[config.mk]
export PLATFORM = sky130hd
export DESIGN_NAME = data_sram_access_flat
export DESIGN_NICKNAME = d
export VERILOG_FILES = /design/src/rtl/data_sram_access_pkg.sv /design/src/rtl/data_sram_access_if.sv /design/src/rtl/data_sram_access_load_store_align.sv /design/src/rtl/data_sram_access.sv /design/src/flat_wrapper.sv
export SDC_FILE = /design/constraint.sdc
export NUM_CORES = 1
export LEC_CHECK = 0
export CORE_MARGIN = 3
export CORE_UTILIZATION = 30
export CTS_BUF_LIST = sky130_fd_sc_hd__clkbuf_4 sky130_fd_sc_hd__clkbuf_8 sky130_fd_sc_hd__clkbuf_16
export DETAILED_ROUTE_END_ITERATION = 8
export PLACE_DENSITY_LB_ADDON = 0.2
export SYNTH_ARGS = -nofsm -noshare
export SYNTH_HDL_FRONTEND = slang
export SYNTH_HIERARCHICAL = 1
export SYNTH_SLANG_ARGS = --single-unit
export TNS_END_PERCENT = 10
[constraint.sdc]
create_clock -name clk -period 6.3 [get_ports clk]
set_clock_uncertainty 0.1 [all_clocks]
set_input_delay 1.26 -clock clk [delete_from_list [all_inputs] [get_ports clk]]
set_output_delay 1.26 -clock clk [all_outputs]
set_load 0.01 [all_outputs]
[src/rtl/data_sram_access_pkg.sv]
// Shared widths, access-size codes and MEM-stage FSM states for data_sram_access.
package data_sram_access_pkg;

  localparam int unsigned XLEN = 32;
  localparam int unsigned REGW = 5;

  localparam logic [1:0] MEM_BYTE = 2'b00;
  localparam logic [1:0] MEM_HALF = 2'b01;
  localparam logic [1:0] MEM_WORD = 2'b10;

  typedef enum logic [1:0] {
    MS_IDLE = 2'b00,
    MS_WAIT = 2'b01,
    MS_DONE = 2'b10
  } ms_state_e;

endpackage

[src/rtl/data_sram_access_if.sv]
// sram-like data bus: req/addr_ok/data_ok handshake with one outstanding access.
interface data_sram_access_if;
  import data_sram_access_pkg::*;

  logic            data_req;
  logic            data_wr;
  logic [1:0]      data_size;
  logic [XLEN-1:0] data_addr;
  logic [XLEN-1:0] data_wdata;
  logic [XLEN-1:0] data_rdata;
  logic            data_addr_ok;
  logic            data_data_ok;

  modport master (
    output data_req, data_wr, data_size, data_addr, data_wdata,
    input  data_rdata, data_addr_ok, data_data_ok
  );

  modport slave (
    input  data_req, data_wr, data_size, data_addr, data_wdata,
    output data_rdata, data_addr_ok, data_data_ok
  );

endinterface

[src/rtl/data_sram_access_load_store_align.sv]
// Combinational store lane replication, load lane extraction/extension and
// alignment check for byte, halfword and word accesses.
module load_store_align
  import data_sram_access_pkg::*;
(
  input  logic [1:0]      size,
  input  logic            sign,
  input  logic [1:0]      addr,
  input  logic [XLEN-1:0] store_data,
  input  logic [XLEN-1:0] rbuf,
  output logic [XLEN-1:0] wdata,
  output logic [XLEN-1:0] load_data,
  output logic            misaligned
);

  logic [7:0]  byte_sel;
  logic [15:0] half_sel;

  assign byte_sel = 8'(rbuf >> {addr, 3'b000});
  assign half_sel = addr[1] ? rbuf[31:16] : rbuf[15:0];

  // Size code 11 behaves as a word access.
  always_comb begin
    wdata      = store_data;
    load_data  = rbuf;
    misaligned = 1'b0;
    case (size)
      MEM_BYTE: begin
        wdata     = {4{store_data[7:0]}};
        load_data = {{24{sign & byte_sel[7]}}, byte_sel};
      end
      MEM_HALF: begin
        wdata      = {2{store_data[15:0]}};
        load_data  = {{16{sign & half_sel[15]}}, half_sel};
        misaligned = addr[0];
      end
      MEM_WORD: misaligned = |addr;
      default:  misaligned = |addr;
    endcase
  end

endmodule

[src/rtl/data_sram_access.sv]
// MIPS MEM stage: drives the sram-like data bus, stalls upstream until the
// access completes, and holds the MEM->WB pipeline register.
module data_sram_access
  import data_sram_access_pkg::*;
(
  input  logic             clk,
  input  logic             rstn,
  input  logic             ex_valid,
  input  logic             ex_mem_read,
  input  logic             ex_mem_write,
  input  logic [1:0]       ex_mem_size,
  input  logic             ex_mem_sign,
  input  logic [XLEN-1:0]  ex_result,
  input  logic [XLEN-1:0]  ex_store_data,
  input  logic             ex_reg_write,
  input  logic [REGW-1:0]  ex_write_reg,
  input  logic [XLEN-1:0]  ex_pc,
  input  logic [XLEN-1:0]  ex_inst,
  data_sram_access_if.master bus,
  output logic             mem_stall,
  output logic             wb_valid,
  output logic             wb_reg_write,
  output logic [REGW-1:0]  wb_write_reg,
  output logic [XLEN-1:0]  wb_result,
  output logic [XLEN-1:0]  wb_pc,
  output logic [XLEN-1:0]  wb_inst,
  output logic             wb_addr_err
);

  ms_state_e       state;
  logic [XLEN-1:0] rbuf;
  logic [XLEN-1:0] wdata;
  logic [XLEN-1:0] load_data;
  logic            misaligned;
  logic            mem_access;
  logic            mem_op;
  logic            is_load;

  load_store_align u_align (
    .size       (ex_mem_size),
    .sign       (ex_mem_sign),
    .addr       (ex_result[1:0]),
    .store_data (ex_store_data),
    .rbuf       (rbuf),
    .wdata      (wdata),
    .load_data  (load_data),
    .misaligned (misaligned)
  );

  assign mem_access = ex_valid & (ex_mem_read | ex_mem_write);
  assign mem_op     = mem_access & ~misaligned;
  assign is_load    = ex_valid & ex_mem_read & ~misaligned;
  assign mem_stall  = mem_op & (state != MS_DONE);

  // Request drops at once under reset even while the upstream still shows a memory op.
  assign bus.data_req   = rstn & mem_op & (state == MS_IDLE);
  assign bus.data_wr    = ex_mem_write;
  assign bus.data_size  = ex_mem_size;
  assign bus.data_addr  = ex_result;
  assign bus.data_wdata = wdata;

  always_ff @(posedge clk or negedge rstn) begin
    if (!rstn) begin
      state        <= MS_IDLE;
      rbuf         <= '0;
      wb_valid     <= 1'b0;
      wb_reg_write <= 1'b0;
      wb_write_reg <= '0;
      wb_result    <= '0;
      wb_pc        <= '0;
      wb_inst      <= '0;
      wb_addr_err  <= 1'b0;
    end else begin
      case (state)
        MS_IDLE: if (mem_op & bus.data_addr_ok) state <= MS_WAIT;
        MS_WAIT: begin
          if (bus.data_data_ok) begin
            rbuf  <= bus.data_rdata;
            state <= MS_DONE;
          end
        end
        MS_DONE: state <= MS_IDLE;
        default: state <= MS_IDLE;
      endcase

      // Stalled cycles insert a bubble; payload fields keep their last value.
      if (mem_stall) begin
        wb_valid     <= 1'b0;
        wb_reg_write <= 1'b0;
      end else begin
        wb_valid     <= ex_valid;
        wb_reg_write <= ex_reg_write & ex_valid & ~misaligned;
        wb_write_reg <= ex_write_reg;
        wb_result    <= is_load ? load_data : ex_result;
        wb_pc        <= ex_pc;
        wb_inst      <= ex_inst;
        wb_addr_err  <= mem_access & misaligned;
      end
    end
  end

endmodule

[src/flat_wrapper.sv]
// flat-port wrapper written by rule: the top's interface ports become plain ports
module data_sram_access_flat import data_sram_access_pkg::*;
  (clk, rstn, ex_valid, ex_mem_read, ex_mem_write, ex_mem_size, ex_mem_sign, ex_result, ex_store_data, ex_reg_write, ex_write_reg, ex_pc, ex_inst, mem_stall, wb_valid, wb_reg_write, wb_write_reg, wb_result, wb_pc, wb_inst, wb_addr_err, bus_data_req, bus_data_wr, bus_data_size, bus_data_addr, bus_data_wdata, bus_data_rdata, bus_data_addr_ok, bus_data_data_ok);
  data_sram_access_if bus_i ();
  input  logic clk;
  input  logic rstn;
  input  logic ex_valid;
  input  logic ex_mem_read;
  input  logic ex_mem_write;
  input  logic [1:0] ex_mem_size;
  input  logic ex_mem_sign;
  input  logic [XLEN-1:0] ex_result;
  input  logic [XLEN-1:0] ex_store_data;
  input  logic ex_reg_write;
  input  logic [REGW-1:0] ex_write_reg;
  input  logic [XLEN-1:0] ex_pc;
  input  logic [XLEN-1:0] ex_inst;
  output logic mem_stall;
  output logic wb_valid;
  output logic wb_reg_write;
  output logic [REGW-1:0] wb_write_reg;
  output logic [XLEN-1:0] wb_result;
  output logic [XLEN-1:0] wb_pc;
  output logic [XLEN-1:0] wb_inst;
  output logic wb_addr_err;
  output wire logic [$bits(bus_i.data_req)-1:0] bus_data_req;
  output wire logic [$bits(bus_i.data_wr)-1:0] bus_data_wr;
  output wire logic [$bits(bus_i.data_size)-1:0] bus_data_size;
  output wire logic [$bits(bus_i.data_addr)-1:0] bus_data_addr;
  output wire logic [$bits(bus_i.data_wdata)-1:0] bus_data_wdata;
  input wire logic [$bits(bus_i.data_rdata)-1:0] bus_data_rdata;
  input wire logic [$bits(bus_i.data_addr_ok)-1:0] bus_data_addr_ok;
  input wire logic [$bits(bus_i.data_data_ok)-1:0] bus_data_data_ok;
  assign bus_data_req = bus_i.data_req;
  assign bus_data_wr = bus_i.data_wr;
  assign bus_data_size = bus_i.data_size;
  assign bus_data_addr = bus_i.data_addr;
  assign bus_data_wdata = bus_i.data_wdata;
  assign bus_i.data_rdata = bus_data_rdata;
  assign bus_i.data_addr_ok = bus_data_addr_ok;
  assign bus_i.data_data_ok = bus_data_data_ok;
  data_sram_access u_core (.clk(clk), .rstn(rstn), .ex_valid(ex_valid), .ex_mem_read(ex_mem_read), .ex_mem_write(ex_mem_write), .ex_mem_size(ex_mem_size), .ex_mem_sign(ex_mem_sign), .ex_result(ex_result), .ex_store_data(ex_store_data), .ex_reg_write(ex_reg_write), .ex_write_reg(ex_write_reg), .ex_pc(ex_pc), .ex_inst(ex_inst), .bus(bus_i), .mem_stall(mem_stall), .wb_valid(wb_valid), .wb_reg_write(wb_reg_write), .wb_write_reg(wb_write_reg), .wb_result(wb_result), .wb_pc(wb_pc), .wb_inst(wb_inst), .wb_addr_err(wb_addr_err));
endmodule
-- Word level (Yosys, flattened, before mapping)
Index checks and enable logic that the tools add are counted.
- bitwise logic cells: 15
- mux-type cells: 10
- shifts and indexed selects: 1
- eq/ne operators: 5
- reductions and logical operators: 5
- operators by type and width (kind ; count):
    $pmux 32 s2 ; 2
    $mux 32 ; 1
    $shr 32x5->8 ; 1
    $mux 16 ; 1
    $and 1x1->1 ; 13
    $ne 2x2->1 const B ; 3
    $eq 2x1->1 const B ; 2
    $logic_not 2->1 ; 2
    $mux 2 ; 2
    $pmux 2 s2 ; 1
    $reduce_and 2->1 ; 2
    $mux 1 ; 2
    $pmux 1 s2 ; 1
    $reduce_or 2->1 ; 1
    $not 1->1 ; 1
    $or 1x1->1 ; 1
- word-level logic and storage cells: 45
- output and inout port bits: 173
- input bits: 176
- bits in registers: 138

-- Depth between registers and ports, before layout
- depth in word-level cells: 7
- depth in mapped cells: 11
- gate-level depth less buffers: 5

-- By module
The synthesis kept the hierarchy.
- by module, submodules not included (module ; area each (um^2) ; cells an instance ; sequential area each (um^2) ; times used):
    data_sram_access ; 5997.0 ; 419 ; 3453.3 ; 1
    load_store_align ; 1184.9 ; 173 ; 0.0 ; 1

-- Worst setup path after synthesis
No wires, ideal clock.
- kind: in2out
- start: input ex_result[1]
- end: output mem_stall
- stages on the path: 10
- data arrival time: 2.655 ns
- required time: 4.940 ns
- path buffers: 6
- slack: 2.285 ns
- path through: buf_2 > buf_2 > nor2_1 > nor2_1 > nor2b_1 > buf_2 > and3_4 > buf_6 > buf_6 > buf_2
- longest elaborated chain between the ends: 5
- RTL lines (what ; RTL line ; source):
    from (decl) ; flat_wrapper.sv:12 ; input logic [XLEN-1:0] ex_result;
    $reduce_or 2->1 ; data_sram_access_load_store_align.sv:37, data_sram_access_load_store_align.sv:38 ;
    $pmux 1 s2 ; data_sram_access_load_store_align.sv:27 ; case (size)
    via u_core.misaligned ; data_sram_access.sv:34 ; logic misaligned;
    $not 1->1 ; data_sram_access.sv:51 ; assign mem_op = mem_access & ~misaligned;
    $and 1x1->1 ; data_sram_access.sv:51 ;
    $and 1x1->1 ; data_sram_access.sv:53 ; assign mem_stall = mem_op & (state != MS_DONE);
    to (decl) ; flat_wrapper.sv:18 ; output logic mem_stall;
The timed path passes the listed nets, and every way through them passes these cells.

-- Worst setup path after layout
- start: input ex_mem_size[0]
- end: output mem_stall
- longest elaborated chain between the ends: 5
- elaborated cells on any way between the ends: 6
- classes of those cells: 1 x eq/ne; 1 x mux; 3 x bitwise; 1 x reduce/logical
- RTL lines (what ; RTL line ; source):
    from (decl) ; flat_wrapper.sv:10 ; input logic [1:0] ex_mem_size;
    $eq 2x1->1 or $logic_not 2->1 (tied branches) ; data_sram_access_load_store_align.sv:27 ;
    $pmux 1 s2 * ; data_sram_access_load_store_align.sv:27 ;
    via u_core.misaligned ; data_sram_access.sv:34 ;
    $not 1->1 * ; data_sram_access.sv:51 ;
    $and 1x1->1 * ; data_sram_access.sv:51 ;
    $and 1x1->1 * ; data_sram_access.sv:53 ;
Mark *: on every way through the listed nets, which the timed path passes. The rest lies on a longest branch.

==> out/summary.txt <==
Status: complete, no violations
Post-synth top area cell: dfrtp_1
Detail Placement HPWL: 18100 µm
Gr usage total: 17.9%
Launching element type of the critical path: input port
Largest net degree at the start of global routing: 86
Final worst slack: 1130 ps
Hold_buf cts: 0
Fin crit share: 82.1%
Total Power: 2.99 mW
Sw power: 0.909 mW
Register Area: 3450 µm²
Buffers added on ports: 348
Pre-CTS setup slack: 1090 ps
Die W: 161 µm
Logic pwr share: 27.1%
Post-route setup TNS: 0 ps
R2r setup slk: 3170 ps
Clock net sink count: 138
Ranking of synthesized cells by area: dfrtp_1, mux2_2, mux2_4
Drt initial violations: 362
CP Capture Type: output pin
Worst rel slew slack: 31.9%
Row cnt: 55
Reg power frac: 39.0%
Area grow syn2layout: 54.9%
Reg2reg end: u_core/wb_write_reg[1]
Via count: 5572
Top cell type's share of synthesized area: 48.1%
Final net count: 1053
Peak supply drop: 146 µV
Critical Path Start: ex_mem_size[0]
Antenna Cells: 0
Netlist cell types: 33
Total CTS buffers: 17
Final critical-path required period: 5170 ps
Clock Latency Late Sink: 420 ps
CTS tree: done
Peak Freq: 0.193 GHz
Critical Setup Path Class: input port to output pin
Hold Fails Final Rpt: 0
Starting Density: 31.2%
H-Tree Depth: 4
Mapped Cells: 592
Arrival time at the worst endpoint: 3810 ps
Max Cap Violations: 0
Warnings from Yosys: 6
GPL Wtd Cong: 0.802
Core area: 23100 µm²
Static Leak: 4.68 nW
Routed Antenna Nets: 0
Wire per inst: 19.9 µm
Worst-Margin Slew: 1020 ps
Top-Level Pins: 349
Sw Ratio: 30.4%
Die Y: 161 µm
Initial antenna violation count: 0
Routed wire length: 23900 µm
Number of global-route vias before repair: 5649
Post-synthesis sequential area ratio: 48.1%
DRC: 0
DR vias/cell: 4.63
Net count after synthesis: 768
Most common cell after layout, fill and taps aside: clkdlybuf4s50_1
Number of synthesized register bits: 138
Clock-pin slew on the worst setup and hold paths: 60 ps
Most frequent cells in the layout: clkdlybuf4s50_1, dfrtp_1, mux2_2, mux2i_1, mux2_4
Post-CTS sizing: 0
Area of the multi-input gates: 3110 µm²
Clock Power Share: 33.8%
R2r worst-path depth: 6
DRT Pass-1 Iters: 4
Crit path max fanout: 17
Pins Over Slew Limit: 0
RSZ-0062 raised after global routing: no
Internal: 2.08 mW
Final setup viols: 0
Grt ovf: 0
Fillers: 2119
DIE AREA: 25800 µm²
Global-route wire length before repair: 35400 µm
Required @ worst endpoint: 4940 ps
Min-Delay Path Class: flip-flop to flip-flop
Root buf cell: clkbuf_16
Syn_area_per_cell: 12.1 µm²
Proportion of layout cells with a drive suffix above 1: 19.3%
Worst r2r src: u_core/state[0]
PD cells: 269 nW/µm²
Setup crit end: mem_stall
Mapped Area: 7180 µm²
CTS max path bufs: 2
Setup bufs post-CTS: 0
## power groups by stage
| stage | registers (mW) | logic, mW | clock network (mW) |
|---|---|---|---|
| 6_report | 1.17 | 0.812 | 1.01 |
| 5_1_grt | 1.19 | 0.868 | 1.07 |
| 3_3_place_gp | 1.18 | 0.812 | 0 |
| 4_1_cts | 1.17 | 0.822 | 1.04 |
| 3_5_place_dp | 1.18 | 0.819 | 0 |
| 2_1_floorplan | 1.17 | 0.393 | 0 |
## cell usage after synthesis
cell type	number
nor2_1	12
nor3_1	1
clkbuf_1	24
mux2_2	73
nand3b_1	2
and4_1	1
buf_2	13
mux2i_1	48
inv_2	1
inv_1	1
buf_1	1
a221o_1	7
buf_6	11
nor2_2	1
nand2_1	19
nand2b_1	3
o21ba_2	1
o211ai_1	1
and3_4	1
or2_1	1
dfrtp_1	138
o221ai_2	3
or3b_1	1
buf_4	44
nand4b_1	1
o21ai_0	40
mux2_4	45
nand4_1	32
o21bai_1	1
nor2b_1	15
o221ai_1	5
a21oi_1	44
a2bb2oi_4	1
## how the worst min path moves through the flow
stage,end,start,cells after the start
2_1_floorplan,u_core/state[0],u_core/state[1],1
3_3_place_gp,u_core/state[0],u_core/state[1],1
3_5_place_dp,u_core/state[0],u_core/state[1],1
4_1_cts,u_core/state[0],u_core/state[1],1
5_1_grt,u_core/state[0],u_core/state[1],1
6_report,u_core/state[0],u_core/state[1],1
## layout make-up
class | instances | share of cell area, %
Inverter | 2 | 0.0675
Timing Repair Buffer | 359 | 32.0
Clock inverter | 15 | 1.60
Sequential cell | 138 | 31.0
Tap cell | 313 | 3.52
Clock buffer | 17 | 3.82
Multi-Input combinational cell | 359 | 28.0
## cells by family (layout without fill, tap and decap cells)
kind of cell / count (synthesis) / in the layout / synth area share (%)
AO/OA/AOI/OAI: 103 / 103 / 8.78
buffers and inverters: 95 / 393 / 8.64
flip-flops: 138 / 138 / 48.1
multiplexers: 166 / 166 / 27.5
AND/OR/NAND/NOR: 90 / 90 / 6.95
## metrics by stage
| step | std cells | utilization, % | hold slack (ps) | cell area [µm²] |
|---|---|---|---|---|
| 4_1_cts | 1203 | 48.3 | 369 | 11100 |
| 2_1_floorplan | 592 | - | 336 | 7180 |
| 6_report | 1203 | 48.3 | 373 | 11100 |
| 5_1_grt | 1203 | 48.3 | 413 | 11100 |
| 3_3_place_gp | 1171 | 45.7 | 359 | 10500 |
| 3_5_place_dp | 1171 | 45.7 | 357 | 10500 |
## per-layer routing
| layer | share of wire, % | vias to the layer above | GRT usage, % |
|---|---|---|---|
| met1 | 44 | 2693 | 24.0 |
| met2 | 49 | 186 | 29.5 |
| met4 | 1.4 | 0 | 4.65 |
| li1 | - | 2677 | - |
| met3 | 5.0 | 16 | 3.48 |
| met5 | 0 | - | 0 |
## worst max-delay path, cell delays in order
cell and delay [ps]:
clkdlybuf4s50_1 400, buf_4 210, a21oi_1 180, nor2_1 140, nor2b_2 650, and3_4 350
clkdlybuf4s50_1 600
Note: power is estimated with default switching activity, not from simulation.
